File: src/rtl/ssd1306_pkg.sv
// Shared types and command-decode constants for the SSD1306 SPI receive model.
// Holds the receiver state encoding and the page/column command patterns.
package ssd1306_pkg;

   typedef enum logic [1:0] {
      IDLE,
      SHIFT,
      DECODE
   } state_t;

   localparam logic [7:0] CMD_PAGE_BASE   = 8'hB0;
   localparam logic [7:0] CMD_PAGE_MASK   = 8'hF8;
   localparam logic [7:0] CMD_COL_LO_BASE = 8'h00;
   localparam logic [7:0] CMD_COL_HI_BASE = 8'h10;
   localparam logic [7:0] CMD_NIBBLE_MASK = 8'hF0;

endpackage

File: src/rtl/ssd1306_spi_rx_sync_edge.sv
// Multi-stage synchronizer for a bundle of asynchronous inputs, plus a
// rising-edge detector on one selected bit of the synchronized bundle.
module spi_sync_edge #(
   parameter int               SYNC_STAGES = 2,
   parameter int               WIDTH       = 4,
   parameter logic [WIDTH-1:0] RESET_VAL   = '0,
   parameter int               EDGE_BIT    = 0
) (
   input  logic             clk,
   input  logic             rst,
   input  logic [WIDTH-1:0] async_in,
   output logic [WIDTH-1:0] sync_out,
   output logic             edge_rise
);

   logic [WIDTH-1:0] stage_q [SYNC_STAGES];
   logic [WIDTH-1:0] stage_d [SYNC_STAGES];
   logic             edge_prev_q;
   logic             edge_prev_d;

   always_comb begin
      stage_d[0] = async_in;
      for (int i = 1; i < SYNC_STAGES; i++) begin
         stage_d[i] = stage_q[i-1];
      end
      edge_prev_d = sync_out[EDGE_BIT];
   end

   always_ff @(posedge clk) begin
      if (rst) begin
         for (int i = 0; i < SYNC_STAGES; i++) begin
            stage_q[i] <= RESET_VAL;
         end
         edge_prev_q <= RESET_VAL[EDGE_BIT];
      end else begin
         for (int i = 0; i < SYNC_STAGES; i++) begin
            stage_q[i] <= stage_d[i];
         end
         edge_prev_q <= edge_prev_d;
      end
   end

   assign sync_out  = stage_q[SYNC_STAGES-1];
   assign edge_rise = sync_out[EDGE_BIT] & ~edge_prev_q;

endmodule

File: src/rtl/ssd1306_spi_rx.sv
// Receive side of an SSD1306 controller: deserializes the SPI stream, decodes
// page/column commands and emits one GDDRAM write strobe per data byte.
module ssd1306_spi_rx
   import ssd1306_pkg::*;
#(
   parameter  int SYNC_STAGES = 2,
   parameter  int NUM_COLS    = 128,
   parameter  int NUM_PAGES   = 8,
   localparam int PAGE_W      = $clog2(NUM_PAGES),
   localparam int COL_W       = $clog2(NUM_COLS)
) (
   input  logic              clk,
   input  logic              rst,
   input  logic              spi_sck,
   input  logic              spi_mosi,
   input  logic              spi_cs_n,
   input  logic              spi_dc,
   output logic              wr_en,
   output logic [PAGE_W-1:0] wr_page,
   output logic [COL_W-1:0]  wr_col,
   output logic [7:0]        wr_data,
   output logic              cmd_valid,
   output logic [7:0]        cmd_byte,
   output logic              frame_err,
   output logic              busy
);

   logic [3:0] sync_bus;
   logic       sck_rise;
   logic       mosi_s;
   logic       cs_n_s;
   logic       dc_s;

   // Bundle order {dc, cs_n, mosi, sck}; cs_n resets high so reset reads as deselected.
   spi_sync_edge #(
      .SYNC_STAGES(SYNC_STAGES),
      .WIDTH      (4),
      .RESET_VAL  (4'b0100),
      .EDGE_BIT   (0)
   ) u_sync (
      .clk      (clk),
      .rst      (rst),
      .async_in ({spi_dc, spi_cs_n, spi_mosi, spi_sck}),
      .sync_out (sync_bus),
      .edge_rise(sck_rise)
   );

   assign mosi_s = sync_bus[1];
   assign cs_n_s = sync_bus[2];
   assign dc_s   = sync_bus[3];

   state_t             state_q, state_d;
   logic [2:0]         bit_cnt_q, bit_cnt_d;
   logic [7:0]         shift_q, shift_d;
   logic [7:0]         byte_q, byte_d;
   logic               dc_q, dc_d;
   logic [PAGE_W-1:0]  page_q, page_d;
   logic [COL_W-1:0]   col_q, col_d;
   logic               wr_en_q, wr_en_d;
   logic [PAGE_W-1:0]  wr_page_q, wr_page_d;
   logic [COL_W-1:0]   wr_col_q, wr_col_d;
   logic [7:0]         wr_data_q, wr_data_d;
   logic               cmd_valid_q, cmd_valid_d;
   logic [7:0]         cmd_byte_q, cmd_byte_d;
   logic               frame_err_q, frame_err_d;
   logic [7:0]         shifted;

   assign shifted = {shift_q[6:0], mosi_s};

   // Strobes are registered on the 8th edge; address state updates one cycle later in DECODE.
   always_comb begin
      state_d     = state_q;
      bit_cnt_d   = bit_cnt_q;
      shift_d     = shift_q;
      byte_d      = byte_q;
      dc_d        = dc_q;
      page_d      = page_q;
      col_d       = col_q;
      wr_en_d     = 1'b0;
      wr_page_d   = wr_page_q;
      wr_col_d    = wr_col_q;
      wr_data_d   = wr_data_q;
      cmd_valid_d = 1'b0;
      cmd_byte_d  = cmd_byte_q;
      frame_err_d = 1'b0;

      case (state_q)
         IDLE: begin
            bit_cnt_d = 3'd0;
            if (!cs_n_s) begin
               state_d = SHIFT;
            end
         end

         SHIFT: begin
            if (sck_rise && bit_cnt_q == 3'd7) begin
               shift_d   = shifted;
               byte_d    = shifted;
               dc_d      = dc_s;
               bit_cnt_d = 3'd0;
               state_d   = DECODE;
               if (dc_s) begin
                  wr_en_d   = 1'b1;
                  wr_page_d = page_q;
                  wr_col_d  = col_q;
                  wr_data_d = shifted;
               end else begin
                  cmd_valid_d = 1'b1;
                  cmd_byte_d  = shifted;
               end
            end else if (cs_n_s) begin
               frame_err_d = (bit_cnt_q != 3'd0);
               bit_cnt_d   = 3'd0;
               state_d     = IDLE;
            end else if (sck_rise) begin
               shift_d   = shifted;
               bit_cnt_d = bit_cnt_q + 3'd1;
            end
         end

         DECODE: begin
            if (!dc_q) begin
               if ((byte_q & CMD_PAGE_MASK) == CMD_PAGE_BASE) begin
                  page_d = byte_q[PAGE_W-1:0];
               end else if ((byte_q & CMD_NIBBLE_MASK) == CMD_COL_LO_BASE) begin
                  col_d = {col_q[COL_W-1:4], byte_q[3:0]};
               end else if ((byte_q & CMD_NIBBLE_MASK) == CMD_COL_HI_BASE) begin
                  col_d = {byte_q[COL_W-5:0], col_q[3:0]};
               end
            end else begin
               col_d = (col_q == COL_W'(NUM_COLS - 1)) ? '0 : col_q + COL_W'(1);
            end

            // An edge arriving during decode is the first bit of the next byte.
            if (cs_n_s) begin
               bit_cnt_d = 3'd0;
               state_d   = IDLE;
            end else begin
               state_d = SHIFT;
               if (sck_rise) begin
                  shift_d   = shifted;
                  bit_cnt_d = 3'd1;
               end else begin
                  bit_cnt_d = 3'd0;
               end
            end
         end

         default: begin
            state_d   = IDLE;
            bit_cnt_d = 3'd0;
         end
      endcase
   end

   always_ff @(posedge clk) begin
      if (rst) begin
         state_q     <= IDLE;
         bit_cnt_q   <= 3'd0;
         shift_q     <= 8'd0;
         byte_q      <= 8'd0;
         dc_q        <= 1'b0;
         page_q      <= '0;
         col_q       <= '0;
         wr_en_q     <= 1'b0;
         wr_page_q   <= '0;
         wr_col_q    <= '0;
         wr_data_q   <= 8'd0;
         cmd_valid_q <= 1'b0;
         cmd_byte_q  <= 8'd0;
         frame_err_q <= 1'b0;
      end else begin
         state_q     <= state_d;
         bit_cnt_q   <= bit_cnt_d;
         shift_q     <= shift_d;
         byte_q      <= byte_d;
         dc_q        <= dc_d;
         page_q      <= page_d;
         col_q       <= col_d;
         wr_en_q     <= wr_en_d;
         wr_page_q   <= wr_page_d;
         wr_col_q    <= wr_col_d;
         wr_data_q   <= wr_data_d;
         cmd_valid_q <= cmd_valid_d;
         cmd_byte_q  <= cmd_byte_d;
         frame_err_q <= frame_err_d;
      end
   end

   assign wr_en     = wr_en_q;
   assign wr_page   = wr_page_q;
   assign wr_col    = wr_col_q;
   assign wr_data   = wr_data_q;
   assign cmd_valid = cmd_valid_q;
   assign cmd_byte  = cmd_byte_q;
   assign frame_err = frame_err_q;
   assign busy      = ~cs_n_s;

endmodule

File: config.mk
export PLATFORM = sky130hd
export DESIGN_NAME = ssd1306_spi_rx
export DESIGN_NICKNAME = d
export VERILOG_FILES = /design/src/rtl/ssd1306_pkg.sv /design/src/rtl/ssd1306_spi_rx_sync_edge.sv /design/src/rtl/ssd1306_spi_rx.sv
export SDC_FILE = /design/constraint.sdc
export NUM_CORES = 1
export LEC_CHECK = 0
export ABC_CLOCK_PERIOD_IN_PS = 3200
export BUFFER_PORTS_ARGS = -buffer_cell sky130_fd_sc_hd__buf_2
export CAP_MARGIN = 20
export CELL_PAD_IN_SITES_DETAIL_PLACEMENT = 1
export CELL_PAD_IN_SITES_GLOBAL_PLACEMENT = 1
export CORE_ASPECT_RATIO = 0.8
export CORE_MARGIN = 5
export CORE_UTILIZATION = 46
export DETAILED_ROUTE_END_ITERATION = 7
export PLACE_DENSITY = 0.92
export SLEW_MARGIN = 20
export SYNTH_ARGS = -nofsm -noshare
export SYNTH_HDL_FRONTEND = slang
export SYNTH_SLANG_ARGS = --single-unit
File: constraint.sdc
create_clock -name clk -period 3.2 [get_ports clk]
set_clock_uncertainty 0.2 [all_clocks]
set_input_delay 0.8 -clock clk [delete_from_list [all_inputs] [get_ports clk]]
set_output_delay 0.8 -clock clk [all_outputs]
set_load 0.01 [all_outputs]
==> flow_metrics.tcl <==
set metrics [dict create \
    cp_data_arrival_time_ns 2.37 \
    drt-total-wl_um 7460 \
    cts_made_buffers 9 \
    grt_pass1_wl_um 12500 \
    internal_power_mw 1.31 \
    start_util 0.475 \
    p_clk_frac 0.459 \
    yosysWarnings 0 \
    clk_pin_slew_ns 0.07 \
    p_comb_frac 0.021 \
    min_path_type "register to register" \
    cts_tree "built" \
    hold_viol 0 \
    ys_types 47 \
    root_buffer "clkbuf_8" \
    slew_violations 0 \
    std_cell_rows 25 \
    r2r_cells 6 \
    clock_path_buffers 2 \
    final_area_um2 3240 \
    whs_path_depth 1 \
    io_pins 36 \
    synthFlopType "dfxtp_1" \
    setup_violations 0 \
    via_count 2419 \
    yosysSeqAreaShare 0.489 \
    p_leak_nw 1.23 \
    powerDensity_nw_per_um2 515 \
    timing.hold.ws_ns 0.226 \
    cp_max_fo 20 \
    portBuffers 35 \
    setup_tns_ns 0 \
    crit_type "register to register" \
    fin_nets 369 \
    rsz0062_at_grt "false" \
    post_drt_wl_per_cell_um 17.0 \
    grt_usage 0.204 \
    syn_inst 324 \
    mappedNetlistNets 338 \
    met1_usage 0.236 \
    cts_resized 0 \
    grt_pass1_vias 2557 \
    hpwl_um 5080 \
    nFillCells 740 \
    max-vdd-ir-drop_uv 398 \
    clkSinkCount 69 \
    busiest_layer "met2" \
    synth_edf_count 0 \
    die_y_um 80.1 \
    n_antenna_cell 0 \
    slew_headroom 0.567 \
    placed_area_um2 3030 \
    max_freq_mhz 422 \
    cts_hold_buf 0 \
    syn_area_per_cell_um2 8.72 \
    synth_area_um2 2830 \
    use_met3 0.0530 \
    ys_seq_elements 69 \
    switching_share 0.215 \
    dieWidth_um 97.6 \
    worst_setup_path_end_kind "register" \
    grt_overflow 0 \
    cp_data_required_time_ns 3.20 \
    use_met2 0.365 \
    htree_levels 3 \
    tightest_slew_ns 0.649 \
    gp_congestion 0.828 \
    drive_gt1_frac 0.189 \
    status "finished, final reports clean" \
    post-route-min-period_ns 2.37 \
    final_antenna_net_count 0 \
    synth_top_area_share 0.489 \
    worstSkewPairLatency_ns 0.34 \
    antenna_found_initial 0 \
    yosysTopAreaCell "dfxtp_1" \
    period_share 0.741 \
    grt_max_degree 34 \
    synthArstFlopShare 0 \
    die_area_um2 7820 \
    viasPerCell 5.50 \
    postCtsSetupBuffers 0 \
    layout.cells.non_filler 440 \
    floorplan.core_area_um2 5940 \
    syn_to_final_growth_pct 14.7 \
    start_kind "register" \
    cap_violations 0 \
    yosys-top-cells-area "dfxtp_1, nand2_1, a21oi_1" \
    ys_top_cells_by_count "dfxtp_1, nand2_1, a21oi_1" \
    drt_iter0_markers 131 \
    p_switching_uw 359 \
    seq_power_share 0.521 \
    dp.cells 425 \
    drtPass1Iterations 4 \
    drc 0 \
]
cells in the final DEF (no fill, tap or decap), types with 2 or more instances in the layout:
master       n
buf_2       35
or2_2        2
clkinvlp_4   2
nor2_1      21
and3_1       4
dfxtp_1     69
o2bb2ai_1    2
bufinv_16    2
mux2i_1     11
ha_1         8
buf_4        3
a21oi_1     38
o221a_2      2
nand2_1     69
nand3_1      5
a21oi_2      4
o21ai_0     13
nand4_1      2
inv_1        9
a22oi_1      5
nor3_1       3
nand3b_1     3
nor2b_1      9
nand2b_1     4
clkbuf_8     9
a31o_2       2
flip-flops by register name, summed over array words and instances (netlist names), 2 cells and up:
name            cells
wr_data             8
wr_page             3
page_q              3
state_q             2
u_sync.stage_q      8
col_q               7
wr_col              7
byte_q              8
cmd_byte            8
shift_q             7
bit_cnt_q           3
kinds of logic (layout without fill, tap and decap cells):
group,after synthesis,after routing,share of synthesized area
xor+xnor,1,1,0.00310
mux,11,11,0.0390
simple gates,133,133,0.223
buf+inv,27,62,0.0456
flops,69,69,0.489
fa+ha+maj,8,8,0.0354
compound gates,75,75,0.165
power groups by stage:
stage	clock [mW]	combinational, mW	sequential [mW]
floorplan	0	0.0254	0.886
global placement	0	0.0331	0.889
detailed placement	0	0.0347	0.889
CTS	0.777	0.0349	0.869
global route	0.815	0.0387	0.870
finish	0.766	0.0346	0.869
critical path, cell delays in order (launching register included):
cell and delay, ns:
dfxtp_1 0.38, ha_1 0.17, ha_1 0.24, and4b_1 0.45
nand2_1 0.48, nand2_1 0.22, a21oi_1 0.09
through the flow:
step | util | power, mW | setup slack (ns)
6_report | 0.545 | 1.67 | 0.830
5_1_grt | 0.545 | 1.72 | 0.607
4_1_cts | 0.545 | 1.68 | 0.839
3_5_place_dp | 0.510 | 0.924 | 0.856
3_3_place_gp | 0.510 | 0.922 | 0.930
2_1_floorplan | - | 0.912 | 1.30
layout make-up:
class / instances / area [um^2] / area share
tap: 81 / 101 / 0.0313
timing repair buffer: 38 / 198 / 0.0610
clock inverter: 6 / 88.8 / 0.0274
sequential: 69 / 1380 / 0.426
multi-input combinational: 228 / 1320 / 0.406
clock buffer: 9 / 124 / 0.0382
inverter: 9 / 33.8 / 0.0104
layer usage:
| layer | up-vias | part of all wire |
|---|---|---|
| met5 | - | 0 |
| met2 | 67 | 0.50 |
| met1 | 1176 | 0.43 |
| met3 | 8 | 0.061 |
| li1 | 1168 | - |
| met4 | 0 | 0.013 |
path summary, 6_finish.rpt:
kind	from	slack [ns]	to
max reg2reg	bit_cnt_q[0]	0.83	wr_page[1]
min	u_sync.stage_q[0][2]	0.23	u_sync.stage_q[0][6]
max	bit_cnt_q[0]	0.83	wr_page[1]
min reg2reg	u_sync.stage_q[0][2]	0.23	u_sync.stage_q[0][6]
No activity file was read; power rests on OpenSTA's default activity.
